### src/rtl/ace_ccu_snoop_resp.sv
// ACE CCU snoop response combiner: queues {sel,idx} control entries, collects the
// selected masters' CRRESPs, ORs them together and returns one response per entry.
module ace_ccu_snoop_resp #(
  parameter int unsigned NumInp    = 1,
  parameter int unsigned NumOup    = 1,
  parameter int unsigned CtrlDepth = 2,
  parameter int unsigned IdxW      = (NumInp > 1) ? $clog2(NumInp) : 1
) (
  input  logic                   clk_i,
  input  logic                   rst_i,
  input  logic                   ctrl_valid_i,
  output logic                   ctrl_ready_o,
  input  logic [NumOup-1:0]      ctrl_sel_i,
  input  logic [IdxW-1:0]        ctrl_idx_i,
  input  logic [NumOup-1:0]      cr_valids_i,
  output logic [NumOup-1:0]      cr_readies_o,
  input  logic [NumOup-1:0][4:0] cr_resps_i,
  output logic [NumInp-1:0]      cr_valids_o,
  input  logic [NumInp-1:0]      cr_readies_i,
  output logic [4:0]             cr_resp_o,
  output logic                   busy_o
);

  localparam int unsigned PtrW = (CtrlDepth > 1) ? $clog2(CtrlDepth) : 1;
  localparam int unsigned CntW = $clog2(CtrlDepth + 1);

  typedef enum logic [1:0] {IDLE, COLLECT, RESP} state_e;

  state_e            state_q, state_d;
  logic [NumOup-1:0] pend_q, pend_d;
  logic [NumOup-1:0] got_q, got_d;
  logic [4:0]        acc_q, acc_d;
  logic [4:0]        resp_q, resp_d;
  logic [IdxW-1:0]   idx_q, idx_d;
  logic [PtrW-1:0]   wr_ptr_q, wr_ptr_d;
  logic [PtrW-1:0]   rd_ptr_q, rd_ptr_d;
  logic [CntW-1:0]   count_q, count_d;

  logic [NumOup-1:0] sel_mem_q [CtrlDepth];
  logic [IdxW-1:0]   idx_mem_q [CtrlDepth];

  logic              full;
  logic              push;
  logic              pop;
  logic              resp_hs;
  logic [NumOup-1:0] cr_hs;
  logic [NumOup-1:0] got_merge;
  logic [4:0]        acc_merge;
  logic [PtrW-1:0]   rd_ptr_inc;
  logic [PtrW-1:0]   wr_ptr_inc;

  assign full         = (count_q == CntW'(CtrlDepth));
  assign ctrl_ready_o = ~full;
  assign push         = ctrl_valid_i & ~full;
  assign busy_o       = (state_q != IDLE) || (count_q != '0);
  assign cr_resp_o    = resp_q;
  assign cr_readies_o = (state_q == COLLECT) ? (pend_q & ~got_q) : '0;
  assign cr_hs        = cr_valids_i & cr_readies_o;
  assign got_merge    = got_q | cr_hs;
  assign resp_hs      = |(cr_valids_o & cr_readies_i);

  assign rd_ptr_inc = (rd_ptr_q == PtrW'(CtrlDepth - 1)) ? '0 : rd_ptr_q + 1'b1;
  assign wr_ptr_inc = (wr_ptr_q == PtrW'(CtrlDepth - 1)) ? '0 : wr_ptr_q + 1'b1;

  always_comb begin
    cr_valids_o = '0;
    for (int unsigned i = 0; i < NumInp; i++) begin
      cr_valids_o[i] = (state_q == RESP) && (idx_q == IdxW'(i));
    end
  end

  always_comb begin
    acc_merge = acc_q;
    for (int unsigned j = 0; j < NumOup; j++) begin
      if (cr_hs[j]) acc_merge = acc_merge | cr_resps_i[j];
    end
  end

  always_comb begin
    state_d = state_q;
    pend_d  = pend_q;
    got_d   = got_q;
    acc_d   = acc_q;
    resp_d  = resp_q;
    idx_d   = idx_q;
    pop     = 1'b0;
    unique case (state_q)
      IDLE: begin
        if (count_q != '0) begin
          pend_d  = sel_mem_q[rd_ptr_q];
          idx_d   = idx_mem_q[rd_ptr_q];
          got_d   = '0;
          acc_d   = '0;
          state_d = COLLECT;
        end
      end
      COLLECT: begin
        got_d = got_merge;
        acc_d = acc_merge;
        // An empty selection also satisfies this on the first cycle
        if (got_merge == pend_q) begin
          resp_d  = acc_merge;
          state_d = RESP;
        end
      end
      RESP: begin
        if (resp_hs) begin
          pop = 1'b1;
          if (count_q > CntW'(1)) begin
            pend_d  = sel_mem_q[rd_ptr_inc];
            idx_d   = idx_mem_q[rd_ptr_inc];
            got_d   = '0;
            acc_d   = '0;
            state_d = COLLECT;
          end else begin
            state_d = IDLE;
          end
        end
      end
      default: state_d = IDLE;
    endcase
  end

  always_comb begin
    wr_ptr_d = push ? wr_ptr_inc : wr_ptr_q;
    rd_ptr_d = pop ? rd_ptr_inc : rd_ptr_q;
    count_d  = count_q;
    unique case ({push, pop})
      2'b10:   count_d = count_q + 1'b1;
      2'b01:   count_d = count_q - 1'b1;
      default: count_d = count_q;
    endcase
  end

  always_ff @(posedge clk_i or posedge rst_i) begin
    if (rst_i) begin
      state_q  <= IDLE;
      pend_q   <= '0;
      got_q    <= '0;
      acc_q    <= '0;
      resp_q   <= '0;
      idx_q    <= '0;
      wr_ptr_q <= '0;
      rd_ptr_q <= '0;
      count_q  <= '0;
    end else begin
      state_q  <= state_d;
      pend_q   <= pend_d;
      got_q    <= got_d;
      acc_q    <= acc_d;
      resp_q   <= resp_d;
      idx_q    <= idx_d;
      wr_ptr_q <= wr_ptr_d;
      rd_ptr_q <= rd_ptr_d;
      count_q  <= count_d;
    end
  end

  // Storage needs no reset: entries are only read while count_q says they are valid
  always_ff @(posedge clk_i) begin
    if (push) begin
      sel_mem_q[wr_ptr_q] <= ctrl_sel_i;
      idx_mem_q[wr_ptr_q] <= ctrl_idx_i;
    end
  end

  idx_in_range: assert property (@(posedge clk_i) disable iff (rst_i)
    push |-> ({{(32 - IdxW){1'b0}}, ctrl_idx_i} < NumInp));

endmodule

### config.mk
export PLATFORM = sky130hd
export DESIGN_NAME = ace_ccu_snoop_resp
export DESIGN_NICKNAME = d
export VERILOG_FILES = /design/src/rtl/ace_ccu_snoop_resp.sv
export SDC_FILE = /design/constraint.sdc
export NUM_CORES = 1
export LEC_CHECK = 0
export ABC_CLOCK_PERIOD_IN_PS = 1380
export CAP_MARGIN = 20
export CORE_ASPECT_RATIO = 0.8
export CORE_MARGIN = 2
export CORE_UTILIZATION = 41
export CTS_CLUSTER_SIZE = 20
export DETAILED_ROUTE_END_ITERATION = 12
export PLACE_DENSITY = 0.69
export SKIP_LAST_GASP = 1
export SYNTH_ARGS = -nofsm -noshare
export SYNTH_HDL_FRONTEND = slang
export SYNTH_SLANG_ARGS = --single-unit
### constraint.sdc
create_clock -name clk_i -period 1.38 [get_ports clk_i]
set_input_delay 0.207 -clock clk_i [delete_from_list [all_inputs] [get_ports clk_i]]
set_output_delay 0.207 -clock clk_i [all_outputs]
set_load 0.05 [all_outputs]
## After elaboration in Yosys (flattened, before gate mapping)

Memories as Yosys holds them, arrays and structs flattened.
Cells that the tools add are included.

| cells by class | value |
|---|---|
| $add $sub $neg | 4 |
| equality and inequality tests | 10 |
| reduce and logical (&&, ||, !) cells | 12 |
| multiplexer cells | 30 |
| order comparisons | 1 |
| bitwise operators | 9 |

Operator list:

| cell | number |
|---|---|
| $mux 5 | 4 |
| $mux 1 | 17 |
| $pmux 5 s3 | 1 |
| $reduce_and 4->1 | 2 |
| $reduce_bool 2->1 | 4 |
| $eq 2x2->1 const B | 3 |
| $mux 2 | 3 |
| $pmux 2 s3 | 1 |
| $or 5x5->5 | 1 |
| $and 1x1->1 | 4 |
| $eq 2x1->1 const B | 2 |
| $ne 2x1->1 const B | 2 |
| $ne 2x2->1 const B | 2 |
| $pmux 1 s2 | 2 |
| $pmux 2 s2 | 1 |
| $not 1->1 | 3 |
| $pmux 1 s3 | 1 |
| $reduce_and 3->1 | 1 |
| $reduce_bool 3->1 | 1 |
| $add 1x1->1 const B | 2 |
| $add 2x1->2 const B | 1 |
| $gt 2x1->1 const B | 1 |
| $logic_not 2->1 | 1 |
| $reduce_and 2->1 | 1 |
| 5 further kinds | 5 |

| storage, ports and cells | value |
|---|---|
| output and inout port bits | 9 |
| memory bits (writable) | 4 |
| flip-flop bits (word level) | 19 |
| memories kept | 2 |

Memories:

| memory | words | bits a word | read ports | clocked after memory_dff | write ports | line | text |
|---|---|---|---|---|---|---|---|
| idx_mem_q | 2 | 1 | 2 | 0 | 1 | 40 | `logic [IdxW-1:0] idx_mem_q [CtrlDepth];` |
| sel_mem_q | 2 | 1 | 2 | 0 | 1 | 39 | `logic [NumOup-1:0] sel_mem_q [CtrlDepth];` |

## Longest topological paths before layout

| depth | value |
|---|---|
| word-level depth | 8 |
| depth in mapped cells | 7 |
| gate-level depth less buffers | 7 |

## Worst setup path after synthesis

OpenSTA, ideal clock, no wires.

| timing | value |
|---|---|
| path kind | register -> register |
| start point | register count_q[0] |
| end point | register count_q[1] |
| stages on the path, launching flop included | 8 |
| path buffers | 0 |
| setup time | 0.127 ns |
| setup slack | -0.332 ns |
| data required time | 1.253 ns |
| data arrival time | 1.585 ns |
| cell sequence | dfrtp_1 inv_1 ha_1 inv_1 nand2_1 ha_1 nand2_1 o21ai_0 |

| on the way | value |
|---|---|
| word-level cells in the longest chain between the ends | 5 |
| elaborated cells between the ends (all ways) | 9 |
| those cells by class | 2 x add/sub; 3 x eq/ne; 1 x mux; 2 x bitwise; 1 x reduce/logical |

RTL lines:

| what | line | text |
|---|---|---|
| start, declared | 37 | `logic [CntW-1:0] count_q, count_d;` |
| start signal, assigned | 155 | `count_q <= count_d;` |
| $eq 2x2->1 (*) | 52 | `assign full = (count_q == CntW'(CtrlDepth));` |
| $not 1->1 (*) | - |  |
| via ctrl_ready_o | 12 | `output logic ctrl_ready_o,` |
| $and 1x1->1 (*) | 54 | `assign push = ctrl_valid_i & ~full;` |
| $eq 2x1->1 / $eq 2x2->1 (equally long branches) | 128 | `unique case ({push, pop})` |
| $pmux 2 s2 / $reduce_bool 2->1 (equally long branches) | - |  |

Mark *: on every way through the listed nets, which the timed path passes. The rest lies on a longest branch.
A chain may end at the register's enable or synchronous reset.

## Worst setup path after layout

| timing | value |
|---|---|
| start point | register got_q |
| end point | output port cr_readies_o |

| on the way | value |
|---|---|
| word-level cells in the longest chain between the ends | 3 |

RTL lines:

| what | line | text |
|---|---|---|
| start, declared | 31 | `logic [NumOup-1:0] got_q, got_d;` |
| start signal, assigned | 149 | `got_q <= got_d;` |
| $not 1->1 | 57 | `assign cr_readies_o = (state_q == COLLECT) ? (pend_q & ~got_q) : '0;` |
| $and 1x1->1 | 57 |  |
| $mux 1 | 57 |  |
| end, declared | 16 | `output logic [NumOup-1:0] cr_readies_o,` |

No other way between the ends.

==> results by group <==
Run status
  • Outcome: finished with violations
  • Failing checks: setup timing

Clock tree
  • Clk sinks: 23
  • CTS tree: done
  • Post-CTS Hold Buffers: 0
  • CTS Root Cell: clkbuf_4
  • Clk buf depth: 2
  • CTS clk-pin slew, worst paths: 0.14 ns
  • TritonCTS buffer count: 3
  • H-tree level count: 1
  • Later-pin clock latency in the skew report: roughly 0.33 ns

Layout
  • Share of layout cells above drive strength 1: a little under half
  • Area growth, synth to finish: 68.9%
  • Commonest cells after routing, fill and taps aside: buf_4, dfrtp_1, clkdlybuf4s50_1, buf_12, buf_6
  • N_diodes: 0
  • Fillers: 172
  • Most common cell after layout, fill and taps aside: buf_4
  • Final net count: 164
  • Final instance area: 1860 um2

Synthesis
  • Synth top area share: about 43%
  • Sequential share of the synthesized area: 54.2%
  • Synthesized area: 1100 um2
  • Synth top area cells: dfrtp_1, edfxtp_1, ha_1, mux2i_1, inv_1
  • Syn. warnings: 0
  • Mean Syn Cell Area: 11.2 um2
  • Yosys cell types: 31
  • Synthesized net count: 114
  • #FFs+latches synth: 23
  • Synth async-reset ratio: 82.6%
  • Main flop type after synthesis: dfrtp_1
  • Number of flops mapped to enable cells by yosys: 4
  • Area leader, netlist: dfrtp_1
  • Syn Inst Count: 98

Critical path
  • Setup crit end kind: primary output
  • Worst Setup Start Kind: register
  • Most frequent cell on the critical path: buf_4
  • CP Max Fanout: 2
  • Slowest stage cell, crit path: dfrtp_1
  • Crit path max-delay family: buffers and inverters
  • WP data required: ~1.2 ns
  • CP bufs+invs: 3
  • Critical Path Max Stage Delay: between 0.4 and 0.5 ns
  • Crit path DAT: roughly 1.5 ns
  • Crit Path Class: register to primary output
  • Cell Chain, Critical Path: buf_4, nor4bb_1, buf_4, buf_12

STA
  • RSZ-0062 raised after global routing: yes
  • Final setup TNS: -2.70 ns
  • Clock skew: 0.0127 ns
  • Setup WS post-layout: -0.308 ns
  • Worst slew margin: 82.0%
  • Fin crit share: 122%
  • Fmax: 592 MHz
  • Worst-Margin Slew: 0.267 ns
  • Slew Viols, Final: 0
  • Min cycle time layout: 1.69 ns
  • Final setup violation count: 24
  • Final Hold Viols: 0

Routing
  • Via density: about 4.8
  • Iter 0 DRT Violations: 28
  • Routed WL: 2720 um
  • Via Count: 885
  • Post-DR wirelength/cell: 14.9 um
  • DR DRC count: 0
  • Post-DRT Antenna Nets: 0
  • First-pass DRT Iterations: 4

Power
  • P per Cell Area: approximately 2500 nW/um2
  • VDD IR max: about 0.0015 V
  • Leak Pwr: 0.000799 uW

Placed design
  • Placed cell area: 1560 um2
  • GP Congestion: between 0.7 and 0.8
  • DP Wirelength: 1680 um
  • IO Port Bufs: 20

Global route
  • Largest net degree at the start of global routing: 20
  • GRT overflow: 0
  • Total GRT Usage: 18.5%
  • Antenna violations before repair: 0
  • Global-route wire length before repair: 4120 um
  • Vias in the first global route: 878

Die
  • Die Height: between 50 and 60 um
  • Die footprint: 3110 um2
  • Chip width: around 62 um
  • Initial Util: between 40 and 50%
  • Core Area: 2500 um2
  • IO Pins: 21
  • Number of placement rows: 16

Worst hold path
  • Worst hold path type: primary input to async pin

Job
  • Max Cap Viol: 0
## report_power, final
part	switching, uW	internal (uW)	total, uW
Sequential	273	992	1270
Combinational	1420	1700	3120
Clock	220	111	331
## flip-flops by register name (all words and copies together) (netlist names)
register   flops
acc_q          5
cr_resp_o      5
count_q        2
idx_mem_q      2
sel_mem_q      2
state_q        2
got_q          1
idx_q          1
pend_q         1
rd_ptr_q       1
wr_ptr_q       1
## layout make-up
type / count / area, um2 / area share [%]
Clock inverter: 1 / 7.51 / 0.405
Timing Repair Buffer: 50 / 549 / 29.6
Tap cell: 36 / 45.0 / 2.43
Clock buffer: 3 / 22.5 / 1.21
Inverter: 10 / 41.3 / 2.23
Sequential cell: 23 / 597 / 32.2
Multi-Input combinational cell: 60 / 593 / 32.0
## worst paths after layout
| kind | startpoint | to | slack, ns | cells past startpoint |
|---|---|---|---|---|
| max reg2reg | count_q[0] | count_q[0] | -0.19 | 9 |
| max in group asynchronous | rst_i | state_q[1] | 0.97 | 3 |
| min reg2reg | acc_q[3] | acc_q[3] | 0.51 | 2 |
| min in group clk_i | ctrl_sel_i | sel_mem_q[0] | 0.45 | 1 |
| max | got_q | cr_readies_o | -0.31 | 4 |
| min | rst_i | count_q[0] | 0.18 | 3 |
## layer usage
metal	share of wire [%]	up-vias	global-route usage (%)
li1	-	437	-
met3	3.3	6	6.19
met1	45	428	24.5
met2	50	14	28.4
met5	0	-	0
met4	1.8	0	5.32
## synth_stat cells (2+ instances only)
cell,count
dfrtp_1,19
inv_1,10
nor2_1,7
a31oi_1,5
mux2i_1,5
nand2_1,5
a21o_1,4
edfxtp_1,4
ha_1,4
nand2b_1,4
nor2b_1,3
xnor2_1,3
a211oi_1,2
a41oi_1,2
buf_6,2
nand3_1,2
nand3b_1,2
o21ai_0,2
## worst min-delay path, delay by kind of cell
family,cells,cell delay [ns]
buffers and inverters,3,0.71
## per-stage QoR
stage | utilization, % | hold WS, ns | setup slack [ns] | total power [uW] | instances
after floorplan | - | 0.158 | -0.146 | 2490 | 98
after global placement | 62.2 | 0.466 | -0.230 | 3450 | 166
after detailed placement | 62.2 | 0.477 | -0.237 | 3510 | 166
after CTS | 69.9 | 0.204 | -0.242 | 4330 | 177
after global routing | 74.2 | 0.206 | -0.388 | 5000 | 183
final | 74.2 | 0.184 | -0.308 | 4720 | 183
## kinds of logic (layout without fill, tap and decap cells)
kind of cell               count (synthesis)  in the layout  share of synthesized area (%)
buffers and inverters                     15             64                           6.61
muxes                                      5              5                           4.56
DFF                                       23             23                           54.2
xor gates and xnor gates                   4              4                           3.19
AOI/OAI and AO/OA                         17             17                           10.9
adders and majority gates                  4              4                           4.56
and+or+nand+nor                           30             30                           15.9
## timing repair
| action | in CTS | in global routing |
|---|---|---|
| setup endpoints to repair | 20 | 25 |
| cloned | 0 | 0 |
| setup buffers | 7 | 6 |
| resized for setup | 28 | 12 |
| pin swaps | 7 | 5 |
| endpoints found under the hold margin | 0 | 0 |
Power figures use the tool's default switching activity.
==> RTL change 1: new RTL, same flow settings <==
Make the reset (`rst_i`) synchronous in one clocked block.
--- a/src/rtl/ace_ccu_snoop_resp.sv
+++ b/src/rtl/ace_ccu_snoop_resp.sv
@@ -133,5 +133,5 @@
   end
 
-  always_ff @(posedge clk_i or posedge rst_i) begin
+  always_ff @(posedge clk_i) begin
     if (rst_i) begin
       state_q  <= IDLE;
Check against the original RTL: differs if rst_i is asserted again (counterexample within 4 cycles, from zero or initial values and one cycle with rst_i high); with rst_i held inactive, the same outputs for 10 cycles.
==> RTL change 1 against the original RTL <==
- the flow still finishes with violations (setup timing)
- die area increased by 1.4%
- wire length decreased by 10%
- sequential share of layout area decreased by 1.3 points
- area after synthesis increased by 1.5%
- design area decreased by 7.0%
- utilization decreased by 5.7 points
- sequential cell count increased by 1
- clock skew decreased by 11 ps
- non-clock buffer count decreased by 8
- clock power decreased by 4%
- sequential power decreased by 17%
- power decreased by 23%
- setup slack improved by 140 ps
- critical path depth increased by 2
- largest power group unchanged
==> RTL change 1: results <==
{
  "status": "finished with violations",
  "violations": "setup timing",
  "setup_ws_ps": -166,
  "grt_usage_pct": 16.8,
  "drt_iter0_drc": 14,
  "critPathMaxFanout": 3,
  "use_met1_pct": 19.4,
  "vias": 894,
  "clk_pin_slew_ps": 120,
  "switching_power_uw": 1440,
  "reg2reg_to": "idx_q$_SDFFE_PP0P_",
  "wire_per_inst_um": 13.4,
  "finalClockSkew_ps": 1.73,
  "setup_violations": 13,
  "gp_congestion": 0.777,
  "grt_pass1_wl_um": 4140,
  "slowest_stage": "dfxtp_2",
  "combPwrFrac_pct": 62.0,
  "final_nets": 164,
  "p_clk_share_pct": 8.8,
  "dp.cells": 173,
  "finalInstanceArea_um2": 1730,
  "synth-adder-area-share_pct": 4.49,
  "finalSetupTns_ps": -1570,
  "nFillCells": 196,
  "yosysUniqueCellTypes": 35,
  "grt_max_degree": 14,
  "grt_pass1_vias": 923,
  "fin_cells": 183,
  "r2r_start": "count_q[0]$_SDFFE_PP0P_",
  "cp.arrival_ps": 1750,
  "async_flop_share_pct": 0,
  "internal-power_uw": 2190,
  "placed_area_um2": 1600,
  "synth_nets": 122,
  "ys_seq_area_share_pct": 46.7,
  "pre_cts_ws_ps": -214,
  "hold_class": "primary input to flip-flop",
  "synthMuxAreaShare_pct": 1.80,
  "grt_util_met3_pct": 5.16,
  "met3_length_um": 112,
  "wl_met2_um": 1230,
  "dp_hpwl_um": 1870,
  "synth_xor_area_share_pct": 3.14,
  "synth_area_leaders": "dfxtp_1, edfxtp_1, nor2_1",
  "synth.top_cells.by_count": "dfxtp_1, nor2_1, a21oi_2, inv_1",
  "reg2regPathDepth": 6,
  "whs_ps": 478,
  "p_leak_uw": 0.000666,
  "critical-path-max-stage-delay_ps": 370,
  "tightestPinTransition_ps": 284,
  "syn_inst": 106,
  "drt-met1-wl_um": 1090,
  "ir_drop_mv": 1.19
}
-- RTL change 1: cell types whose count changed in the layout (fill, tap and decap cells not counted), sizes merged, moves of 3 or more --
cell    unedited run  this run
nor2               7        20
a211oi             2        10
mux2i              5         2
inv                9         5
a21o               4         1
buf               39        31
nand2              5         1
dfrtp             19         0
nor2b              3         0
a31oi              5         1
a21oi              0         9
dfxtp              0        20
-- RTL change 1: what timing repair did --
item / CTS / global route
setup buffers: 3 / 3
resized for setup: 5 / 12
setup endpoints to repair: 23 / 20
pin swaps: 7 / 4
hold buffers: 0 / 0
-- RTL change 1: layout make-up --
| cell class | instances | area share (%) |
|---|---|---|
| inverter | 6 | 1.52 |
| clock buffer | 4 | 1.52 |
| multi-input combinational | 71 | 35.2 |
| sequential | 24 | 30.9 |
| tap | 36 | 2.61 |
| timing repair buffer | 42 | 28.2 |
-- RTL change 1: critical path, delay by kind of cell, from the launching register on --
family          cells  cell delay (ps)
fa+ha+maj           1              190
flops               1              370
simple gates        1              250
compound gates      2              410
buf+inv             2              220
==> RTL change 2: new RTL, same settings <==
Made on the original files. The 3 states of `state_e` get a one-hot encoding in 3 bits.
--- a/src/rtl/ace_ccu_snoop_resp.sv
+++ b/src/rtl/ace_ccu_snoop_resp.sv
@@ -25,5 +25,5 @@
   localparam int unsigned CntW = $clog2(CtrlDepth + 1);
 
-  typedef enum logic [1:0] {IDLE, COLLECT, RESP} state_e;
+  typedef enum logic [2:0] {IDLE = 3'b001, COLLECT = 3'b010, RESP = 3'b100} state_e;
 
   state_e            state_q, state_d;
Function: no difference found for any inputs over 10 cycles, from zero or initial values and one cycle with rst_i high; not proved beyond that.
==> RTL change 2 against the original RTL <==
- the run still ends with setup timing left
- global-route usage is 1.3 points higher
- setup slack worse by 150 ps
- critical endpoint is now cr_valids_o
- area after synthesis is 1.1% lower
- critical path depth is 1 higher
- design area is 4.9% higher
- highest routed layer unchanged
- wire length is 3.0% higher
- power is 1.5% lower
- sequential cell count is 1 higher
==> RTL change 2: results <==
{
  "nonClkBufAreaFrac_pct": 30.5,
  "syn_avg_cell_area_um2": 11.7,
  "multi_input_area_share_pct": 32.3,
  "finalClockSkew_ps": 10.3,
  "status": "finished with violations",
  "async_flop_share_pct": 83.3,
  "critPathMaxFanout": 4,
  "internal-power_uw": 2770,
  "synth_nets": 109,
  "setup_ws_ps": -455,
  "clk_share_pct": 1.35,
  "setup_violations": 27,
  "yosysUniqueCellTypes": 28,
  "nFillCells": 154,
  "synth_xor_area_share_pct": 4.03,
  "synth-adder-area-share_pct": 4.61,
  "synthMuxAreaShare_pct": 4.61,
  "grt_pass1_vias": 962,
  "multi_input_gates": 61,
  "tightestPinTransition_ps": 572,
  "grt_max_degree": 15,
  "synth.top_cells.by_count": "dfrtp_1, nor2_1, a21oi_1",
  "grt_usage_pct": 19.8,
  "fin_cells": 184,
  "inverters_excl_clock": 7,
  "whs_ps": 119,
  "synth_compound_area_share_pct": 9.56,
  "postCtsResizedCells": 32,
  "clock_buffers": 4,
  "violations": "setup timing",
  "ir_drop_mv": 1.29
}
==> RTL change 2: per-layer routing <==
layer / vias up / global-route usage [%] / share of wire (%)
met1: 462 / 27.8 / 47
met5: - / 0 / 0
met2: 12 / 29.5 / 49
met3: 5 / 5.51 / 3.0
li1: 429 / - / -
met4: 0 / 6.38 / 1.2
==> RTL change 2: critical path: stages (launching register included) <==
cell and delay [ps]:
dfstp_2 400, buf_6 110, or3b_4 430, buf_6 140, nor2_4 90, buf_12 140
==> RTL change 2: final timing paths <==
path,from,to
worst min register to register,acc_q[2]$_DFFE_PP0P_,acc_q[2]$_DFFE_PP0P_
max in group asynchronous,rst_i,cr_resp_o[0]$_DFFE_PP0P_
worst min-delay path,rst_i,state_q[2]$_DFFE_PP0P_
worst max register to register,state_q[0]$_DFFE_PP1P_,idx_q$_DFFE_PP0P_
worst max-delay path,state_q[0]$_DFFE_PP1P_,cr_valids_o
min in group clk_i,ctrl_idx_i,idx_mem_q[1]$_DFFE_PP_
